$ cat src/rtl/nf10_axis_pkt_gen_if.sv
// nf10_axis_pkt_gen_if
//   AXI4-Stream bundle between the packet generator, which is the master, and
//   the s_axis port of the 10G interface, which is the slave.
//   master: drives tdata, tstrb, tuser, tvalid and tlast; samples tready.
//   slave : samples the payload and valid signals; drives tready.
interface nf10_axis_pkt_gen_if #(
    parameter int DATA_W = 64,
    parameter int USER_W = 128
);
    logic [DATA_W-1:0]   tdata;
    logic [DATA_W/8-1:0] tstrb;
    logic [USER_W-1:0]   tuser;
    logic                tvalid;
    logic                tready;
    logic                tlast;

    modport master (output tdata, tstrb, tuser, tvalid, tlast, input tready);
    modport slave  (input tdata, tstrb, tuser, tvalid, tlast, output tready);
endinterface

$ cat src/rtl/nf10_axis_pkt_gen.sv
// nf10_axis_pkt_gen
//   Programmable AXI4-Stream packet generator. It sends num_pkts packets of
//   clamp(pkt_len) bytes with ipg idle cycles between packets. The payload
//   pattern is {16'hCAFE, seq, beat, len}.
//   axi_aclk, axi_reset : clock and synchronous active-high reset
//   start               : one-cycle request, ignored while busy
//   num_pkts, pkt_len,
//   ipg, src_port,
//   dst_port            : configuration, latched when start is accepted
//   m_axis              : AXI4-Stream master; every output is registered
//   busy, done          : run in progress / one-cycle completion pulse
//   pkts_sent           : number of packets whose tlast beat was handshaked
//
//   state | meaning
//   IDLE  | waiting for start
//   SEND  | presenting beats, advancing on each tvalid && tready
//   GAP   | tvalid low for ipg cycles between packets
module nf10_axis_pkt_gen #(
    parameter int C_M_AXIS_DATA_WIDTH  = 64,
    parameter int C_M_AXIS_TUSER_WIDTH = 128,
    parameter int C_LEN_MIN            = 60,
    parameter int C_LEN_MAX            = 9600
) (
    input  logic                      axi_aclk,
    input  logic                      axi_reset,
    input  logic                      start,
    input  logic [15:0]               num_pkts,
    input  logic [15:0]               pkt_len,
    input  logic [7:0]                ipg,
    input  logic [7:0]                src_port,
    input  logic [7:0]                dst_port,
    nf10_axis_pkt_gen_if.master       m_axis,
    output logic                      busy,
    output logic                      done,
    output logic [15:0]               pkts_sent
);
    localparam logic [15:0] LEN_MIN = 16'(C_LEN_MIN);
    localparam logic [15:0] LEN_MAX = 16'(C_LEN_MAX);
    localparam int          STRB_W  = C_M_AXIS_DATA_WIDTH / 8;

    typedef enum logic [1:0] {IDLE, SEND, GAP} state_t;

    state_t state_q, state_d;
    logic [15:0] len_q, len_d, beats_q, beats_d, num_q, num_d;
    logic [15:0] seq_q, seq_d, beat_q, beat_d, sent_q, sent_d;
    logic [7:0]  ipg_q, ipg_d, gap_q, gap_d, src_q, src_d, dst_q, dst_d;
    logic [C_M_AXIS_DATA_WIDTH-1:0]  tdata_q, tdata_d;
    logic [STRB_W-1:0]               tstrb_q, tstrb_d;
    logic [C_M_AXIS_TUSER_WIDTH-1:0] tuser_q, tuser_d;
    logic tvalid_q, tvalid_d, tlast_q, tlast_d, busy_q, busy_d, done_q, done_d;

    // Describes the beat to present next cycle whenever emit is set.
    logic        emit;
    logic [15:0] e_len, e_beats, e_seq, e_beat;
    logic [7:0]  e_src, e_dst;
    logic [15:0] clamp_len, clamp_beats;

    always_comb begin
        state_d  = state_q;
        len_d    = len_q;
        beats_d  = beats_q;
        num_d    = num_q;
        ipg_d    = ipg_q;
        src_d    = src_q;
        dst_d    = dst_q;
        seq_d    = seq_q;
        beat_d   = beat_q;
        gap_d    = gap_q;
        sent_d   = sent_q;
        tvalid_d = tvalid_q;
        tdata_d  = tdata_q;
        tstrb_d  = tstrb_q;
        tuser_d  = tuser_q;
        tlast_d  = tlast_q;
        busy_d   = busy_q;
        done_d   = 1'b0;
        emit     = 1'b0;
        e_len    = len_q;
        e_beats  = beats_q;
        e_src    = src_q;
        e_dst    = dst_q;
        e_seq    = seq_q;
        e_beat   = beat_q;

        clamp_len   = (pkt_len < LEN_MIN) ? LEN_MIN :
                      (pkt_len > LEN_MAX) ? LEN_MAX : pkt_len;
        clamp_beats = (clamp_len + 16'd7) >> 3;

        case (state_q)
            IDLE: begin
                if (start) begin
                    len_d   = clamp_len;
                    beats_d = clamp_beats;
                    num_d   = num_pkts;
                    ipg_d   = ipg;
                    src_d   = src_port;
                    dst_d   = dst_port;
                    seq_d   = 16'd0;
                    beat_d  = 16'd0;
                    sent_d  = 16'd0;
                    if (num_pkts == 16'd0) begin
                        done_d = 1'b1;
                    end else begin
                        busy_d  = 1'b1;
                        state_d = SEND;
                        emit    = 1'b1;
                        e_len   = clamp_len;
                        e_beats = clamp_beats;
                        e_src   = src_port;
                        e_dst   = dst_port;
                        e_seq   = 16'd0;
                        e_beat  = 16'd0;
                    end
                end
            end
            SEND: begin
                if (tvalid_q && m_axis.tready) begin
                    if (tlast_q) begin
                        sent_d = sent_q + 16'd1;
                        if (seq_q + 16'd1 == num_q) begin
                            state_d  = IDLE;
                            busy_d   = 1'b0;
                            done_d   = 1'b1;
                            tvalid_d = 1'b0;
                            tlast_d  = 1'b0;
                            tdata_d  = '0;
                            tstrb_d  = '0;
                            tuser_d  = '0;
                        end else begin
                            seq_d  = seq_q + 16'd1;
                            beat_d = 16'd0;
                            if (ipg_q == 8'd0) begin
                                emit   = 1'b1;
                                e_seq  = seq_q + 16'd1;
                                e_beat = 16'd0;
                            end else begin
                                state_d  = GAP;
                                gap_d    = ipg_q;
                                tvalid_d = 1'b0;
                                tlast_d  = 1'b0;
                            end
                        end
                    end else begin
                        beat_d = beat_q + 16'd1;
                        emit   = 1'b1;
                        e_beat = beat_q + 16'd1;
                    end
                end
            end
            GAP: begin
                // gap_q counts ipg..1, giving exactly ipg cycles with tvalid low.
                gap_d = gap_q - 8'd1;
                if (gap_q == 8'd1) begin
                    state_d = SEND;
                    emit    = 1'b1;
                end
            end
            default: state_d = IDLE;
        endcase

        if (emit) begin
            tvalid_d = 1'b1;
            tdata_d  = {16'hCAFE, e_seq, e_beat, e_len};
            tlast_d  = (e_beat == e_beats - 16'd1);
            // The shift by (0 - L mod 8) mod 8 keeps the low L mod 8 bytes, and all 8 when the remainder is 0.
            tstrb_d  = tlast_d ? (8'hFF >> (3'd0 - e_len[2:0])) : 8'hFF;
            tuser_d  = {96'h0, e_dst, e_src, e_len};
        end
    end

    always_ff @(posedge axi_aclk) begin
        if (axi_reset) begin
            state_q  <= IDLE;
            len_q    <= '0;
            beats_q  <= '0;
            num_q    <= '0;
            ipg_q    <= '0;
            src_q    <= '0;
            dst_q    <= '0;
            seq_q    <= '0;
            beat_q   <= '0;
            gap_q    <= '0;
            sent_q   <= '0;
            tvalid_q <= 1'b0;
            tdata_q  <= '0;
            tstrb_q  <= '0;
            tuser_q  <= '0;
            tlast_q  <= 1'b0;
            busy_q   <= 1'b0;
            done_q   <= 1'b0;
        end else begin
            state_q  <= state_d;
            len_q    <= len_d;
            beats_q  <= beats_d;
            num_q    <= num_d;
            ipg_q    <= ipg_d;
            src_q    <= src_d;
            dst_q    <= dst_d;
            seq_q    <= seq_d;
            beat_q   <= beat_d;
            gap_q    <= gap_d;
            sent_q   <= sent_d;
            tvalid_q <= tvalid_d;
            tdata_q  <= tdata_d;
            tstrb_q  <= tstrb_d;
            tuser_q  <= tuser_d;
            tlast_q  <= tlast_d;
            busy_q   <= busy_d;
            done_q   <= done_d;
        end
    end

    assign m_axis.tdata  = tdata_q;
    assign m_axis.tstrb  = tstrb_q;
    assign m_axis.tuser  = tuser_q;
    assign m_axis.tvalid = tvalid_q;
    assign m_axis.tlast  = tlast_q;
    assign busy          = busy_q;
    assign done          = done_q;
    assign pkts_sent     = sent_q;
endmodule

$ cat src/flat_wrapper.sv
// flat-port wrapper written by rule: the top's interface ports become plain ports
module nf10_axis_pkt_gen_flat 
#(
    parameter int C_M_AXIS_DATA_WIDTH  = 64,
    parameter int C_M_AXIS_TUSER_WIDTH = 128,
    parameter int C_LEN_MIN            = 60,
    parameter int C_LEN_MAX            = 9600
)
  (axi_aclk, axi_reset, start, num_pkts, pkt_len, ipg, src_port, dst_port, busy, done, pkts_sent, m_axis_tdata, m_axis_tstrb, m_axis_tuser, m_axis_tvalid, m_axis_tlast, m_axis_tready);
  nf10_axis_pkt_gen_if m_axis_i ();
  input  logic axi_aclk;
  input  logic axi_reset;
  input  logic start;
  input  logic [15:0] num_pkts;
  input  logic [15:0] pkt_len;
  input  logic [7:0] ipg;
  input  logic [7:0] src_port;
  input  logic [7:0] dst_port;
  output logic busy;
  output logic done;
  output logic [15:0] pkts_sent;
  output wire logic [$bits(m_axis_i.tdata)-1:0] m_axis_tdata;
  output wire logic [$bits(m_axis_i.tstrb)-1:0] m_axis_tstrb;
  output wire logic [$bits(m_axis_i.tuser)-1:0] m_axis_tuser;
  output wire logic [$bits(m_axis_i.tvalid)-1:0] m_axis_tvalid;
  output wire logic [$bits(m_axis_i.tlast)-1:0] m_axis_tlast;
  input wire logic [$bits(m_axis_i.tready)-1:0] m_axis_tready;
  assign m_axis_tdata = m_axis_i.tdata;
  assign m_axis_tstrb = m_axis_i.tstrb;
  assign m_axis_tuser = m_axis_i.tuser;
  assign m_axis_tvalid = m_axis_i.tvalid;
  assign m_axis_tlast = m_axis_i.tlast;
  assign m_axis_i.tready = m_axis_tready;
  nf10_axis_pkt_gen #(.C_M_AXIS_DATA_WIDTH(C_M_AXIS_DATA_WIDTH), .C_M_AXIS_TUSER_WIDTH(C_M_AXIS_TUSER_WIDTH), .C_LEN_MIN(C_LEN_MIN), .C_LEN_MAX(C_LEN_MAX)) u_core (.axi_aclk(axi_aclk), .axi_reset(axi_reset), .start(start), .num_pkts(num_pkts), .pkt_len(pkt_len), .ipg(ipg), .src_port(src_port), .dst_port(dst_port), .m_axis(m_axis_i), .busy(busy), .done(done), .pkts_sent(pkts_sent));
endmodule
$ cat config.mk
export PLATFORM = sky130hd
export DESIGN_NAME = nf10_axis_pkt_gen_flat
export DESIGN_NICKNAME = d
export VERILOG_FILES = /design/src/rtl/nf10_axis_pkt_gen_if.sv /design/src/rtl/nf10_axis_pkt_gen.sv /design/src/flat_wrapper.sv
export SDC_FILE = /design/constraint.sdc
export NUM_CORES = 1
export LEC_CHECK = 0
export ABC_AREA = 1
export CAP_MARGIN = 10
export CORE_ASPECT_RATIO = 0.5
export CORE_MARGIN = 5
export CORE_UTILIZATION = 53
export CTS_CLUSTER_SIZE = 8
export DETAILED_ROUTE_END_ITERATION = 16
export GPL_TIMING_DRIVEN = 0
export PLACE_DENSITY_LB_ADDON = 0.1
export SKIP_LAST_GASP = 1
export SLEW_MARGIN = 40
export SYNTH_ARGS = -nofsm -noshare
export SYNTH_HDL_FRONTEND = slang
export SYNTH_SLANG_ARGS = --single-unit
$ cat constraint.sdc
create_clock -name axi_aclk -period 7.35 [get_ports axi_aclk]
set_input_delay 1.1025 -clock axi_aclk [delete_from_list [all_inputs] [get_ports axi_aclk]]
set_output_delay 1.1025 -clock axi_aclk [all_outputs]
set_load 0.1 [all_outputs]
# == Word level (Yosys, flattened, before mapping) ==
# Cells that the tools add are included.
# op_classes
n_lt_le_gt_ge,2
n_reduce_logical,20
eq_ne,16
n_shift,1
n_mux,99
n_addsub,7
# ops
operator,n
16-bit two-way mux,28
64-bit two-way mux,5
32-bit two-way mux,5
16-bit case mux with 2 select lines,5
8-bit two-way mux,16
16-bit by 1-bit adder with 16-bit output (second input constant),3
16-bit == test,2
1-bit two-way mux,27
16-bit by 3-bit adder with 16-bit output (second input constant),1
16-bit by 14-bit greater-than comparator with 1-bit output (second input constant),1
16-bit zero test,1
16-bit by 6-bit < comparator with 1-bit output (second input constant),1
8-bit case mux with 2 select lines,1
4-bit AND reduction,4
16-bit by 1-bit subtractor with 16-bit output (second input constant),1
2-bit two-way mux,7
13-bit two-way mux,1
6-bit AND reduction,2
2-bit nonzero test,6
5-bit AND reduction,2
8-bit by 1-bit == test with 1-bit output (second input constant),1
8-bit zero test,1
2-bit by 1-bit != test with 1-bit output (second input constant),4
2-bit != test (second input constant),4
other kinds (14),16
# totals
wordCells,163
regBits,230
in_bits,60

# == Logic depth before layout (Yosys ltp) ==
# depth
ltp_word,11
depth_mapped,31
depth_no_buf,30

# == Worst setup path after synthesis ==
# No wires, ideal clock.
# synth_path
path_kind,input-to-reg
start,in pkt_len[12]
end,"reg u_core.tstrb_q[7], in the netlist u_core.m_axis.tstrb[7]"
setup_slack_ns,3.646
stages,27
arrival_time_ns,3.572
setup_time_ns,0.132
n_path_buf,1
t_required_ns,7.218
cell_sequence,inv_1 nand2_1 nor2_2 nand2_1 nand3_2 nand2_4 buf_6 a21oi_4 nand2_4 nand2_1 nand3_1 o21ai_1 inv_1 ha_1 nand3_2 inv_2 nand2_2 xor2_1 inv_1 nand2_1 nand2_1 nor2_1 nand3_1 nor2_1 nand4_1 nand2_1 a21oi_1
# synth_between
elab_chain_cells,11
elab_cells_between_ends,17
# synth_lines
element,line_no,source
"start, declared",flat_wrapper.sv:15,input logic [15:0] pkt_len;
16-bit by 14-bit greater-than comparator with 1-bit output,nf10_axis_pkt_gen.sv:86,(pkt_len > LEN_MAX) ? LEN_MAX : pkt_len;
16-bit two-way mux,nf10_axis_pkt_gen.sv:86,
16-bit two-way mux *,nf10_axis_pkt_gen.sv:85,clamp_len = (pkt_len < LEN_MIN) ? LEN_MIN :
16-bit by 3-bit adder with 16-bit output,nf10_axis_pkt_gen.sv:87,clamp_beats = (clamp_len + 16'd7) >> 3;
13-bit two-way mux,nf10_axis_pkt_gen.sv:101,if (num_pkts == 16'd0) begin
16-bit two-way mux,nf10_axis_pkt_gen.sv:91,if (start) begin
16-bit two-way mux,nf10_axis_pkt_gen.sv:89,case (state_q)
16-bit by 1-bit subtractor with 16-bit output,nf10_axis_pkt_gen.sv:164,tlast_d = (e_beat == e_beats - 16'd1);
16-bit == test,nf10_axis_pkt_gen.sv:164,
8-bit two-way mux *,nf10_axis_pkt_gen.sv:166,tstrb_d = tlast_d ? (8'hFF >> (3'd0 - e_len[2:0])) : 8'hFF;
8-bit two-way mux *,nf10_axis_pkt_gen.sv:161,if (emit) begin
"end signal, assigned",nf10_axis_pkt_gen.sv:205,tstrb_q <= tstrb_d;
"end, declared",nf10_axis_pkt_gen.sv:48,"logic [STRB_W-1:0] tstrb_q, tstrb_d;"
# Mark *: on every way between the ends. The rest lies on a longest branch, timed or not.
# A chain may end at the register's enable or synchronous reset.

# == Final worst setup path ==
# layout_path
start,in num_pkts[1]
end,"reg u_core.tstrb_q[1], in the netlist u_core.m_axis.tstrb[1]"
# layout_between
elab_chain_cells,8
elab_cells_between_ends,24
# layout_lines
element,line_no,source
"start, declared",flat_wrapper.sv:14,input logic [15:0] num_pkts;
16-bit zero test *,nf10_axis_pkt_gen.sv:101,
13-bit two-way mux or 16-bit two-way mux (tied branches),nf10_axis_pkt_gen.sv:101,
16-bit two-way mux,nf10_axis_pkt_gen.sv:91,
16-bit two-way mux,nf10_axis_pkt_gen.sv:89,
16-bit by 1-bit subtractor with 16-bit output or 1-bit by 3-bit subtractor with 3-bit output (tied branches),"nf10_axis_pkt_gen.sv:164, nf10_axis_pkt_gen.sv:166",
16-bit == test or 8-bit by 3-bit right shift with 8-bit output (tied branches),"nf10_axis_pkt_gen.sv:164, nf10_axis_pkt_gen.sv:166",
8-bit two-way mux,nf10_axis_pkt_gen.sv:166,
8-bit two-way mux,nf10_axis_pkt_gen.sv:161,
# Marks and branches as above.

==> summary.md <==
| Metric | Value |
|---|---|
| DRT Wirelength | 42,590 microns |
| CP Class | input pin to register |
| Number of routed nets with antenna violations | 0 |
| CTS Buf Count | 29 |
| Post-synth top area cell | dfxtp_1 |
| Min Tclk post-route | 4.872 ns |
| Initial DRT Pass Iterations | 8 |
| FF+latch count, synth | 203 |
| Clock root buffer | clkbuf_16 |
| Cell variety after synth | 49 |
| Area of the mapped netlist | 12,450 sq um |
| CP Data Required Time | 7.77 ns |
| Area grow syn2layout | 21.61% |
| Initial core utilization | 0.5418 |
| Die area | 26,850 sq um |
| Area post-placement | 14,390 sq um |
| Layout cells sized above 1 | 0.1647 |
| PwrDens | 294.9 nW/um^2 |
| Latest clock arrival within the worst-skew pair | 0.57 ns |
| Critical path startpoint category | input pin |
| Critical Path Sink Type | register |
| Vias | 13.48k |
| Synth Warn # | 0 |
| Filler Cells Inserted | 2,200 |
| Layout Utilization | 0.6589 |
| Largest net degree at the start of global routing | 16 |
| Peak supply drop | 0.1892 mV |
| Outcome | completed |
| Fmax | 205.3 MHz |
| Width of the die | 226.8 microns |
| Pleak | 0.007069 uW |
| Most used cell, CP | inv_1 |
| Worst relative slew slack | 0.4345 |
| Residual DRC | 0 |
| Setup repair after global routing missed its margin | no |
| CP peak stage delay | 0.74 ns |
| Vias in the first global route | 11.93k |
| Slew Limit Fails | 0 |
| Crit-path leading delay family | buffers and inverters |
| Sequential-to-total area share from yosys stat | 0.3263 |
| Drt first-iter violations | 1,646 |
| Setup violations, final | 0 |
| Area of the multi-input gates | 6588 sq um |
| Crit-path slowest cell | nor4_1 |
| Top Ports | 280 |
| Yosys top cell area share | 0.3263 |
| Sink Count | 203 |
| First-pass GRT wire length | 65,470 microns |
| Routability cong. | 1.010 |
| Antenna Cells | 0 |
| Gr usage total | 0.3039 |
| DR vias/cell | 5.328 |
| Design area | 15,140 sq um |
| Most common cell after layout, fill and taps aside | nand2_1 |
| Syn avg cell area | 6.506 sq um |
| CP cell instances | clkdlybuf4s50_1, inv_1, nand4_1, nor4_1, nor2_1, buf_2, buf_4, buf_2, clkbuf_1, o21ai_0, inv_1, ha_1, inv_1, ha_1, inv_1, nand3_1, nand2_1, a21oi_1 |
| Initial antenna violation count | 1 |
| Gate Count Post-Synth | 1,914 |
| Max Used Layer | met4 |
| Hold Buf Count CTS | 0 |
| DP HPWL | 32,990 microns |
| Fin. Hold Viols | 0 |
| Buf/Inv on CP | 9 |
| Core Rows | 39 |
| DR WL met3 | 5636 microns |
| CORE AREA | 22,980 sq um |
| Maxcap violations | 0 |
| CTS tree | built |
| Post-CTS setup buffer count | 0 |
| Hold WC Path Type | register to register |
| Crit path max fanout | 10 |
| CTS-repair resized insts | 0 |
| CTS Buffer Depth | 3 |
| Wirelength per Cell | 16.84 microns |
| Tcrit/Tclk final | 0.6629 |
| Most frequent cells in the layout | nand2_1 (454), inv_1 (212), dfxtp_1 (203), nand3_1 (153), a21oi_1 (147) |
| Overflow after GRT | 0 |
| Worst-Margin Slew | 0.8451 ns |
| Vert. Die Dim | 118.4 microns |
| Clock Skew | 0.02871 ns |
| Number of H-tree levels | 1 |
| Register area | 4064 sq um |
| Routed length on met2 | 16,790 microns |
| Setup TNS | 0 ns |
| Reg clk slew, reported paths | 0.05 ns |
| Buffers on Ports | 177 |
| Total Power | 4466 uW |
| Layout Nets | 2,292 |
| Crit path DAT | 5.29 ns |
| Met1 WL | 18,920 microns |
| Synth top area cells | dfxtp_1 (33%), nand2_1 (14%), buf_4 (8.0%) |
| WHS | 0.4362 ns |
[power by group]
group          switching (uW)  internal (uW)  leakage (uW)  total (uW)
registers                90.4           1220       0.00166        1310
clock network             495            691      0.000367        1190
logic                    1530            438       0.00505        1970
total                    2120           2350       0.00707        4470
[metrics by stage]
stage          instances  setup WS, ns
2_1_floorplan       2014         3.646
3_3_place_gp        2498         2.101
3_5_place_dp        2498         2.062
4_1_cts             2529         2.639
5_1_grt             2529         2.224
6_report            2529         2.478
[flip-flops by register name (all words and copies together) (netlist names)]
register	count
u_core.m_axis.tstrb	8
u_core.m_axis.tvalid	1
u_core.m_axis.tdata	32
u_core.busy	1
u_core.src_q	8
u_core.m_axis.tuser	32
u_core.m_axis.tlast	1
u_core.gap_q	8
u_core.beat_q	16
u_core.pkts_sent	16
u_core.len_q	16
u_core.seq_q	16
u_core.done	1
u_core.beats_q	13
u_core.state_q	2
u_core.dst_q	8
u_core.num_q	16
u_core.ipg_q	8
[tightest hold or removal path: cells and delay by family (launching register included)]
family	cells	cell delay (ns)
DFF	1	0.29
and+or+nand+nor	1	0.04
buffers and inverters	1	0.06
[synthesized netlist by cell type (all sizes together)]
cell and number:
a2111oi 1, a211oi 10, a21oi 148, a22o 1
a22oi 1, a31oi 23, a32oi 4, a41oi 2
and2 1, buf 153, clkbuf 58, clkinv 5
conb 1, dfxtp 203, ha 10, inv 224
nand2 469, nand3 160, nand3b 9, nand4 23
nor2 166, nor3 22, nor3b 6, nor4 5
o2111ai 2, o211ai 24, o21a 3, o21ai 129
o21bai 1, o221ai 1, o22ai 23, o31ai 3
or2 6, xnor2 2, xnor3 1, xor2 14
[cell families (layout without fill, tap and decap cells)]
kind of cell | count (synthesis) | count (layout) | share of synthesized area
adders and majority gates | 10 | 10 | 0.01005
and+or+nand+nor | 867 | 867 | 0.3066
xor gates and xnor gates | 17 | 17 | 0.01306
AOI/OAI and AO/OA | 376 | 376 | 0.1688
buffers and inverters | 440 | 648 | 0.1748
DFF | 203 | 203 | 0.3263
other | 1 | 101 | 0.0003011
[per-layer routing]
layer,vias up,track usage
met5,-,0
met4,0,0.08111
met3,94,0.08843
met2,697,0.4248
met1,6063,0.4548
li1,6621,-
[cell type report]
type                    instances  share of cell area
plain buffers                 211             0.08716
clock buffers                  29             0.04792
clock inverters                 2            0.001818
inverters                     229             0.05676
multi-input cells            1371              0.4350
flip-flops and latches        203              0.2683
well taps                     307             0.02536
repair buffers                177             0.07766
[final timing paths]
kind                            from                endpoint  slack (ns)  cells past startpoint
setup / recovery         num_pkts[1]  u_core.m_axis.tstrb[1]        2.48                     18
hold / removal    u_core.beats_q[11]      u_core.beats_q[11]        0.44                      2
setup reg to reg     u_core.seq_q[0]  u_core.m_axis.tstrb[5]        3.05                     23
hold reg to reg   u_core.beats_q[11]      u_core.beats_q[11]        0.44                      2
Note: power is estimated with default switching activity, not from simulation.
